==> config.mk <==
export PLATFORM = sky130hd
export DESIGN_NAME = shift_mod_ctrl
export DESIGN_NICKNAME = d
export VERILOG_FILES = /design/src/rtl/mont_pkg.sv /design/src/rtl/watchdog_cnt.sv /design/src/rtl/shift_mod_ctrl.sv
export SDC_FILE = /design/constraint.sdc
export NUM_CORES = 1
export LEC_CHECK = 0
export CAP_MARGIN = 15
export CORE_MARGIN = 4
export CORE_UTILIZATION = 50
export DETAILED_ROUTE_END_ITERATION = 10
export GPL_TIMING_DRIVEN = 0
export MAX_ROUTING_LAYER = met4
export PLACE_DENSITY = 0.78
export SYNTH_ARGS = -nofsm -noshare
export SYNTH_HDL_FRONTEND = slang
export SYNTH_HIERARCHICAL = 1
export SYNTH_SLANG_ARGS = --single-unit
==> constraint.sdc <==
create_clock -name clk -period 2.5 [get_ports clk]
set_input_delay 0.5 -clock clk [delete_from_list [all_inputs] [get_ports clk]]
set_output_delay 0.5 -clock clk [all_outputs]
set_load 0.05 [all_outputs]
==> src/rtl/mont_pkg.sv <==
// rtl/mont_pkg.sv - shared types and defaults for the Montgomery datapath controllers
package mont_pkg;

    localparam int CNT_W_DEF   = 11;
    localparam int TIMEOUT_DEF = 64;

    typedef enum logic [2:0] {
        ST_IDLE,
        ST_LOAD,
        ST_SHIFT,
        ST_WAIT_SH,
        ST_SUB,
        ST_WAIT_SUB,
        ST_WB,
        ST_DONE
    } shift_mod_state_t;

endpackage

==> src/rtl/watchdog_cnt.sv <==
// rtl/watchdog_cnt.sv - wait-state watchdog: counts enabled cycles, flags the last allowed one
// Ports:
//   clk, restn : clock, synchronous active-low reset
//   clear      : zero the count (asserted the cycle before a wait state is entered)
//   enable     : controller is in a wait state this cycle
//   expired    : this wait cycle is the TIMEOUT-th one; caller must give up now
module watchdog_cnt
    import mont_pkg::*;
#(
    parameter int TIMEOUT = TIMEOUT_DEF
) (
    input  logic clk,
    input  logic restn,
    input  logic clear,
    input  logic enable,
    output logic expired
);

    localparam int CW = $clog2(TIMEOUT + 1);

    logic [CW-1:0] r_cnt;
    logic          w_at_limit;

    // Count is 0 on the first wait cycle, so TIMEOUT-1 marks the TIMEOUT-th cycle.
    assign w_at_limit = (r_cnt >= CW'(TIMEOUT - 1));
    assign expired    = enable && w_at_limit;

    always_ff @(posedge clk) begin
        if (!restn) begin
            r_cnt <= '0;
        end else if (clear) begin
            r_cnt <= '0;
        end else if (enable && !w_at_limit) begin
            r_cnt <= r_cnt + CW'(1);
        end
    end

endmodule

==> src/rtl/shift_mod_ctrl.sv <==
// rtl/shift_mod_ctrl.sv - sequencer for the k-step modular-doubling loop (x*2^k mod M)
// Ports:
//   clk, restn          : clock, synchronous active-low reset
//   start, k            : launch request and doubling count, taken only in IDLE
//   ready, busy         : idle / operating status
//   done, error         : end-of-operation pulse; error marks a watchdog abort
//   sr_enable, sr_shift : load and shift strobes to the shift register
//   sr_done             : shift-complete pulse from the shift register
//   sub_start           : start strobe to the wide subtractor
//   sub_done, sub_borrow: subtractor completion and borrow (1 = shifted < M)
//   sel_init, sel_sub   : feedback mux and result mux selects
//   iter_left           : doublings still to perform
module shift_mod_ctrl
    import mont_pkg::*;
#(
    parameter int CNT_W   = CNT_W_DEF,
    parameter int TIMEOUT = TIMEOUT_DEF
) (
    input  logic             clk,
    input  logic             restn,
    input  logic             start,
    input  logic [CNT_W-1:0] k,
    output logic             ready,
    output logic             busy,
    output logic             done,
    output logic             error,
    output logic             sr_enable,
    output logic             sr_shift,
    input  logic             sr_done,
    output logic             sub_start,
    input  logic             sub_done,
    input  logic             sub_borrow,
    output logic             sel_init,
    output logic             sel_sub,
    output logic [CNT_W-1:0] iter_left
);

    shift_mod_state_t r_state;
    logic [CNT_W-1:0] r_iter_left;
    logic             r_ready;
    logic             r_busy;
    logic             r_done;
    logic             r_error;
    logic             r_sr_enable;
    logic             r_sr_shift;
    logic             r_sub_start;
    logic             r_sel_init;
    logic             r_sel_sub;

    logic w_wd_clear;
    logic w_wd_enable;
    logic w_wd_expired;

    // SHIFT and SUB always lead straight into a wait state, so clearing
    // there gives a fresh count on the first wait cycle.
    assign w_wd_clear  = (r_state == ST_SHIFT) || (r_state == ST_SUB);
    assign w_wd_enable = (r_state == ST_WAIT_SH) || (r_state == ST_WAIT_SUB);

    watchdog_cnt #(
        .TIMEOUT (TIMEOUT)
    ) u_watchdog (
        .clk     (clk),
        .restn   (restn),
        .clear   (w_wd_clear),
        .enable  (w_wd_enable),
        .expired (w_wd_expired)
    );

    // Outputs are registered: each branch sets the values that belong to the
    // state being entered, so every strobe is high for exactly that one state.
    always_ff @(posedge clk) begin
        if (!restn) begin
            r_state     <= ST_IDLE;
            r_iter_left <= '0;
            r_ready     <= 1'b1;
            r_busy      <= 1'b0;
            r_done      <= 1'b0;
            r_error     <= 1'b0;
            r_sr_enable <= 1'b0;
            r_sr_shift  <= 1'b0;
            r_sub_start <= 1'b0;
            r_sel_init  <= 1'b1;
            r_sel_sub   <= 1'b0;
        end else begin
            r_done      <= 1'b0;
            r_error     <= 1'b0;
            r_sr_enable <= 1'b0;
            r_sr_shift  <= 1'b0;
            r_sub_start <= 1'b0;

            case (r_state)
                ST_IDLE: begin
                    if (start) begin
                        r_iter_left <= k;
                        r_sel_init  <= 1'b1;
                        r_sel_sub   <= 1'b0;
                        r_ready     <= 1'b0;
                        r_busy      <= 1'b1;
                        if (k == '0) begin
                            // Nothing to double: operand passes through untouched.
                            r_state <= ST_DONE;
                            r_done  <= 1'b1;
                        end else begin
                            r_state     <= ST_LOAD;
                            r_sr_enable <= 1'b1;
                        end
                    end
                end

                ST_LOAD: begin
                    r_state    <= ST_SHIFT;
                    r_sr_shift <= 1'b1;
                end

                ST_SHIFT: begin
                    r_state <= ST_WAIT_SH;
                end

                ST_WAIT_SH: begin
                    if (sr_done) begin
                        r_state     <= ST_SUB;
                        r_sub_start <= 1'b1;
                    end else if (w_wd_expired) begin
                        r_state <= ST_DONE;
                        r_done  <= 1'b1;
                        r_error <= 1'b1;
                    end
                end

                ST_SUB: begin
                    r_state <= ST_WAIT_SUB;
                end

                ST_WAIT_SUB: begin
                    if (sub_done) begin
                        // No borrow means shifted >= M, so take the difference.
                        r_sel_sub <= ~sub_borrow;
                        r_state   <= ST_WB;
                    end else if (w_wd_expired) begin
                        r_state <= ST_DONE;
                        r_done  <= 1'b1;
                        r_error <= 1'b1;
                    end
                end

                ST_WB: begin
                    r_iter_left <= r_iter_left - CNT_W'(1);
                    r_sel_init  <= 1'b0;
                    if (r_iter_left == CNT_W'(1)) begin
                        r_state <= ST_DONE;
                        r_done  <= 1'b1;
                    end else begin
                        r_state     <= ST_LOAD;
                        r_sr_enable <= 1'b1;
                    end
                end

                ST_DONE: begin
                    r_state <= ST_IDLE;
                    r_ready <= 1'b1;
                    r_busy  <= 1'b0;
                end

                default: begin
                    r_state <= ST_IDLE;
                    r_ready <= 1'b1;
                    r_busy  <= 1'b0;
                end
            endcase
        end
    end

    assign ready     = r_ready;
    assign busy      = r_busy;
    assign done      = r_done;
    assign error     = r_error;
    assign sr_enable = r_sr_enable;
    assign sr_shift  = r_sr_shift;
    assign sub_start = r_sub_start;
    assign sel_init  = r_sel_init;
    assign sel_sub   = r_sel_sub;
    assign iter_left = r_iter_left;

endmodule

# Word-level counts from Yosys, hierarchy flattened
# Index checks and enable logic that the tools add are counted.
# classes
addsub,2
n_lt_le_gt_ge,1
n_eq_ne,10
mux,30
n_bitwise,2
n_reduce_logical,15
# op_table
op,n
case mux 3 bit (8 select lines),1
case mux 11 bit (2 select lines),1
2-to-1 mux 3 bit,6
2-to-1 mux 1 bit,14
"equality test 3 bit, second input constant",4
case mux 1 bit (2 select lines),6
"equality test 11 x 1 -> 1 bit, second input constant",1
zero test 11 bit,1
2-to-1 mux 11 bit,1
"subtractor 11 x 1 -> 11 bit, second input constant",1
"adder 7 x 1 -> 7 bit, second input constant",1
"greater-or-equal comparator 7 x 6 -> 1 bit, second input constant",1
"equality test 3 x 2 -> 1 bit, second input constant",2
AND reduction 2 bit,3
nonzero test 2 bit,3
"inequality test 2 bit, second input constant",2
case mux 1 bit (4 select lines),1
"equality test 3 x 1 -> 1 bit, second input constant",1
zero test 3 bit,1
AND reduction 3 bit,1
logical AND 1 bit,2
logical OR 1 bit,2
NOT 1 bit,2
OR reduction 2 bit,1
zero test 1 bit,1
# word_totals
regBits,30
inputBits,17
out_inout_bits,20

# Depth between registers and ports, before layout
# Gate-level depths: netlist of run 1.
# depth
depth_word,6
depth_mapped,7
ltp_nobuf,7

# Cells and area by module
# Netlist of run 1, hierarchy kept.
# modules_own_cells
mod,n_inst,cells_each,area_per_inst_um2,seq_area_each_um2
shift_mod_ctrl,1,138,1197.4,460.4
watchdog_cnt,1,41,369.1,140.1

# Worst setup path after synthesis of run 1
# OpenSTA, ideal clock, no wires.
# synth_timing
path_kind,register to register
from,register r_iter_left[0] (netlist: iter_left[0])
to,register r_done (netlist: done)
setup_ps,61
arrival_time_ps,1983
setup_slack_ps,456
path_stages_with_launch,6
path_buffers,0
cell_sequence,dfxtp_1 -> ha_1 -> or4b_2 -> nor4_4 -> o2bb2ai_2 -> o221a_1
# synth_between
elab_chain_cells,3
# synth_lines
element,line_no,text
from (decl),shift_mod_ctrl.sv:39,logic [CNT_W-1:0] r_iter_left;
from (signal assigned),shift_mod_ctrl.sv:94,r_iter_left <= k;
from (signal assigned),shift_mod_ctrl.sv:147,r_iter_left <= r_iter_left - CNT_W'(1);
equality test 11 x 1 -> 1 bit,shift_mod_ctrl.sv:149,if (r_iter_left == CNT_W'(1)) begin
2-to-1 mux 1 bit,shift_mod_ctrl.sv:149,
case mux 1 bit (4 select lines),shift_mod_ctrl.sv:91,case (r_state)
to (signal assigned),shift_mod_ctrl.sv:85,r_done <= 1'b0;
to (signal assigned),shift_mod_ctrl.sv:102,r_done <= 1'b1;
to (signal assigned),shift_mod_ctrl.sv:151,r_done <= 1'b1;
to (decl),shift_mod_ctrl.sv:42,logic r_done;
# No other way between the ends.
# A chain may end at the register's enable or synchronous reset.

# Final worst setup path of run 1
# layout_timing
from,register r_iter_left[8] (netlist: iter_left[8])
to,output iter_left[8]
# layout_lines
element,line_no,text
to (decl),shift_mod_ctrl.sv:35,output logic [CNT_W-1:0] iter_left
# No word-level cell between the ends.

==> impl_results.md, run 1 <==
* Die Span X at 64.0 um
* Clock sinks at 30
* Number of max-cap violations at 0
* CP required at 2.00 ns
* Clock root buffer: clkbuf_4
* Post-Syn Nets at 199
* Crit end category: output port
* Power Dens Cells at 593 nW/um^2
* Most common cell in the synthesized netlist: dfxtp_1
* First-pass GRT wire length at 6720 um
* Clock slew at reported path FFs at 0.10 ns
* Gr usage total at between 20% and 30%
* GR Overflow Total at 0
* Synth Area in XOR/XNOR at 0%
* Top area cells in the synthesized netlist: dfxtp_1 38%, a21oi_1 3.8%, nand2_1 2.9%
* Longest Clk Path Bufs at 2
* Area Growth Syn to Fin at 30.6%
* RSZ-0062 raised after global routing: no
* Compound-gate portion of the synthesized area at about 29%
* Starting DRT DRC Count at between 80 and 90
* Hold WC Path Type: reg2reg
* Buffers on Ports at 36
* Final Util at 67.6%
* Drt pass-1 iters at 4
* Worst setup margin at 0.301 ns
* Post-Syn Area at 1570 sq um
* Register bit total from synthesis at 30
* CTS H-tree lvls at 2
* Worst-path fanout max at 7
* Critical path, cell by cell: clkdlybuf4s50_1
* VDD IR max at between 300 and 400 uV
* Buf+Inv Stages, Crit Path at 1
* Period minus WS final at 2.20 ns
* Register area share after synthesis at roughly two fifths
* Synth cell count leaders: 30 x dfxtp_1, 12 x a21oi_1, 12 x nand2_1
* Hold Vio Cnt, Final at 0
* Fmax at about 0.45 GHz
* CP Launch Type: register
* Post-synth top area share at a little under two fifths
* DRC at 0
* WL final at between 4000 and 5000 um
* Ys flop type: dfxtp_1
* Final setup viols at 0
* Setup TNS at 0 ns
* Post-synth EDFFs at 0
* Layout Nets at between 200 and 250
* Main combinational cell family by area after synthesis: compound AO/OA/AOI/OAI gates
* Total Power at about 1200 uW
* Drt wl/cell at 15.4 um
* Crit share post-route at 88.0%
* Vias in the first global route at 1478
* Cell with the largest stage delay on the worst path: clkdlybuf4s50_1
* Syn_area_per_cell at about 8.8 sq um
* Simple-gate share of the synthesized area at between 20% and 30%
* Layout cells sized above 1 at slightly above 7%
* Cell variety after synth at 54
* Pin slew with the least headroom to its limit at approximately 0.7 ns
* CP arrival at 1.70 ns
* CTS tree: yes
* Post-Synth Adder-Cell Area at 2.40%
* RD Place Congestion at 0.842
* Number of routed nets with antenna violations at 0
* Die ar. at slightly above 4000 sq um
* Resize count post-CTS at 0
* Post-Synthesis Cells at between 150 and 200
* Syn. warnings at 6
* Cts hold-fix bufs at 0
* Inserted Clock Buffers at 5
* Post-CTS Setup Inserts at 0
* Effective utilization at floorplan at just over 50%
* Via count at 1569
* Status: complete, no violations
* Top Ports at 37
* Worst-Skew Late Latency at 0.33 ns
* Leak Pwr at about 0.00074 uW
* Vias per cell at roughly 6
* Critical path type: reg2out
* Ys async rst share at 0%
* Hpwl dp at approximately 3200 um
* FP Rows at 20
* Worst hold margin at 0.501 ns
* Core area at ~3000 sq um
* Number of diodes at 0
* Pre-CTS setup slack at roughly 0.044 ns
* Largest net degree at the start of global routing at 11
* CP top delay family: buffers and inverters
* Relative slew slack at around 52%
* Mux cell area share after synthesis at 0%
* Fin. max-slew vios at 0
* Initial antenna violation count at 0
* Chip height at 64.0 um
* Largest area contributor in the synthesized netlist: dfxtp_1
* Final Skew at about 0.019 ns
* Worst path max stage delay at 0.86 ns
## worst reg2reg max path, cell delays in order (launching register included)
cell and delay (ns):
dfxtp_1 0.40, clkbuf_1 0.35, nand2b_1 0.18, a21oi_1 0.41, nor2b_1 0.31, a41oi_1 0.15, a211oi_1 0.23
## cell type report
type	instances	area, sq um
inverter	6	22.5
sequential	30	601
clock buffer	6	51.3
multi-input combinational	134	907
tap	44	55.1
clock inverter	2	12.5
timing repair buffer	36	360
buffer	9	36.3
fill	279	982
## path summary, 6_finish.rpt
path           startpoint                  end  slack, ns  cells past startpoint
max          iter_left[8]         iter_left[8]       0.30                      1
min              sel_init             sel_init       0.50                      2
max reg2reg    r_state[2]  u_watchdog/r_cnt[4]       0.39                      6
min reg2reg      sel_init             sel_init       0.50                      2
## logic make-up after synthesis
family / count (synthesis)
AND/OR/NAND/NOR: 68
AO/OA/AOI/OAI: 63
flip-flops: 30
buffers and inverters: 15
adder cells (fa/ha/maj): 3
## layout by cell type, fill, tap and decap left out, types with 5 or more instances in the layout
cell	n
a21oi_1	12
clkbuf_1	7
clkbuf_4	5
clkdlybuf4s50_1	36
dfxtp_1	30
inv_1	6
nand2_1	12
nand2b_1	6
nand3_1	5
nor2_1	9
nor3_1	8
o211ai_1	6
o21ai_0	7
## per-stage QoR
stage	area, sq um	std cells
after floorplan	1570	179
after global placement	1980	259
after detailed placement	1980	259
after CTS	2050	267
after global routing	2050	267
final	2050	267
## sequential cells by signal, summed over array words and instances, names as in the netlist
register          flops
u_watchdog/r_cnt      7
sr_enable             1
sub_start             1
busy                  1
r_state               3
error                 1
sr_shift              1
iter_left            11
sel_sub               1
sel_init              1
done                  1
ready                 1
## routing by layer
metal  vias to the layer above  global-route usage [%]  part of all wire, %
met1                       749                    26.9                   47
met4                         0                    8.09                 0.97
met2                        40                    33.3                   47
li1                        774                       -                    -
met5                         -                       -                    0
met3                         6                    4.92                  5.0
## power breakdown
group	switching [uW]	internal [uW]	total, uW	leakage (uW)
registers	35.3	510	545	0.000245
clock network	176	135	311	0.0000343
logic	219	138	356	0.000462
(Power assumes the default switching activity.)
==> inputs of run 2 (changes only) <==
- CORE_ASPECT_RATIO: not set -> 0.75
==> run 2 against run 1 <==
  * Critical endpoint is now iter_left[0]
  * Register-to-register slack hardly changed
  * Critical path depth grew 5
  * Sequential cell count did not move
  * Largest power group unchanged
  * Via count up 0.51%
==> impl_results.md, run 2 (same netlist as run 1, synthesis figures left out) <==
* Vias per cell at 6.04 (+2.8%)
* Via count at 1577 (+0.51%)
* WL final at 4220 um (+2.9%)
* Layout cells sized above 1 at 6.73% (-0.45 points)
* Start point of the critical path: start
* CP arrival at 2.30 ns (+0.60 ns)
* Chip height at 56.5 um (-12%)
* Part of the power in the clock network at 31.1% (+5.4 points)
* Relative slew slack at 56.1% (+3.9 points)
* Final Skew at 0.00976 ns (-0.00902 ns)
* Top Ports at 37 (unchanged)
* Die ar. at 4100 sq um (+0.22%)
* Worst reg2reg startpoint: r_state[0]
* Max reg flops at 11 (unchanged)
* Hold Vio Cnt, Final at 0 (unchanged)
* DRC at 0 (unchanged)
* Status: complete, no violations
* Hold path start: sel_init
* Clock root buffer: clkbuf_8
* Hpwl dp at 3190 um (+0.84%)
* Logic gate share of total power at 27.3% (-2.1 points)
* Post-CTS Setup Inserts at 0 (unchanged)
* Worst-path fanout max at 10 (+3)
* Starting DRT DRC Count at 132 (+63%)
* NetSw at 443 uW (+3.1%)
* Crit share post-route at 85.7% (-2.3 points)
* Vias in the first global route at 1491 (+0.88%)
* Layout Nets at 242 (unchanged)
* RD Place Congestion at 0.889 (+5.5%)
* Sw frac at 33.8% (-1.7 points)
* RSZ-0062 raised after global routing: no
* First-pass GRT wire length at 7170 um (+6.7%)
* Hold WC Path Type: reg2reg
* Total Power at 1310 uW (+8.3%)
* Number of routed nets with antenna violations at 0 (unchanged)
* Worst-Skew Late Latency at 0.29 ns (-0.04 ns)
* Resize count post-CTS at 0 (unchanged)
* FP Rows at 17 (-15%)
* Drt pass-1 iters at 4 (unchanged)
* Drt wl/cell at 16.2 um (+5.3%)
* Number of diodes at 0 (unchanged)
* Initial antenna violation count at 0 (unchanged)
* CP required at 2.66 ns (+0.66 ns)
* VDD IR max at 446 uV (+42%)
* CP Launch Type: input pin
* Crit end category: register
* Inserted Clock Buffers at 5 (unchanged)
* Critical path type: in2reg
* GR Overflow Total at 0 (unchanged)
* Fin. max-slew vios at 0 (unchanged)
* Clock sinks at 30 (unchanged)
* Area Growth Syn to Fin at 31.9%
* Setup TNS at 0 ns (unchanged)
* Largest net degree at the start of global routing at 11 (unchanged)
* Power Dens Cells at 636 nW/um^2 (+7.3%)
* Commonest non-fill, non-tap cell in the layout: clkdlybuf4s50_1
* Core area at 2980 sq um (-1.7%)
* Longest Clk Path Bufs at 2 (unchanged)
* Most frequent cells in the layout: 36 x clkdlybuf4s50_1, 30 x dfxtp_1, 12 x a21oi_1, 12 x nand2_1, 9 x nor2_1
* Leak Pwr at 0.000755 uW (+1.9%)
* CTS H-tree lvls at 2 (unchanged)
* Number of max-cap violations at 0 (unchanged)
* Die Span X at 72.6 um (+14%)
* CTS tree: yes
* Pin slew with the least headroom to its limit at 0.657 ns (-0.0584 ns)
* Clock slew at reported path FFs at 0.07 ns (-0.03 ns)
* Sequential share of power at 41.6% (-3.3 points)
* Buffers on Ports at 36 (unchanged)
* Final setup viols at 0 (unchanged)
* Period minus WS final at 2.14 ns (-0.0567 ns)
* Gr usage total at 22.9% (+1.5 points)
* Effective utilization at floorplan at 52.6% (+0.87 points)
* Fmax at 0.467 GHz (+2.6%)
* Pint at 869 uW (+11%)
* Cts hold-fix bufs at 0 (unchanged)
* Setup slack, reg-to-reg at 0.40 ns (about the same)
==> run 2: worst max-delay path: stages <==
cell	delay (ns)
clkdlybuf4s50_1	0.54
or4b_1	0.44
clkbuf_1	0.21
clkbuf_1	0.29
o221ai_1	0.25
a31oi_1	0.07
==> run 2: cell type report <==
| cell class | count | area, sq um |
|---|---|---|
| multi-input combinational | 134 | 907 |
| timing repair buffer | 36 | 360 |
| tap | 38 | 47.5 |
| clock buffer | 7 | 86.3 |
| inverter | 6 | 22.5 |
| clock inverter | 1 | 5.00 |
| fill | 262 | 912 |
| buffer | 9 | 36.3 |
| sequential | 30 | 601 |
==> run 2: power groups by stage <==
stage                     clock network (uW)  logic [uW]  registers, uW
after global routing                     435         387            552
after global placement                     0         347            553
after floorplan                            0         150            638
after CTS                                411         357            545
after detailed placement                   0         355            555
final                                    408         359            546
==> run 2: path summary, 6_finish.rpt <==
path / to / depth (start not counted)
min reg2reg: sel_init / 2
min: sel_init / 2
max: iter_left[0] / 6
max reg2reg: u_watchdog/r_cnt[4] / 6
==> run 2: metrics by stage <==
step                utilization [%]  hold slack [ns]  area (sq um)  instances  worst slack (ns)
global placement               66.3            0.476          1970        253             0.136
global route                   69.4            0.536          2070        261             0.103
floorplan                         -            0.468          1570        179             0.456
CTS                            69.4            0.499          2070        261             0.365
detailed placement             66.3            0.487          1970        253            0.0780
finish                         69.4            0.495          2070        261             0.358
==> run 2: metal layers <==
metal	up-vias	global-route usage [%]	part of all wire, %	wire length [um]
met5	-	-	0	0
met4	0	5.26	0.92	39
met3	7	7.16	7.3	310
met2	59	32.5	45	1900
met1	734	31.7	47	1970
li1	777	-	-	-
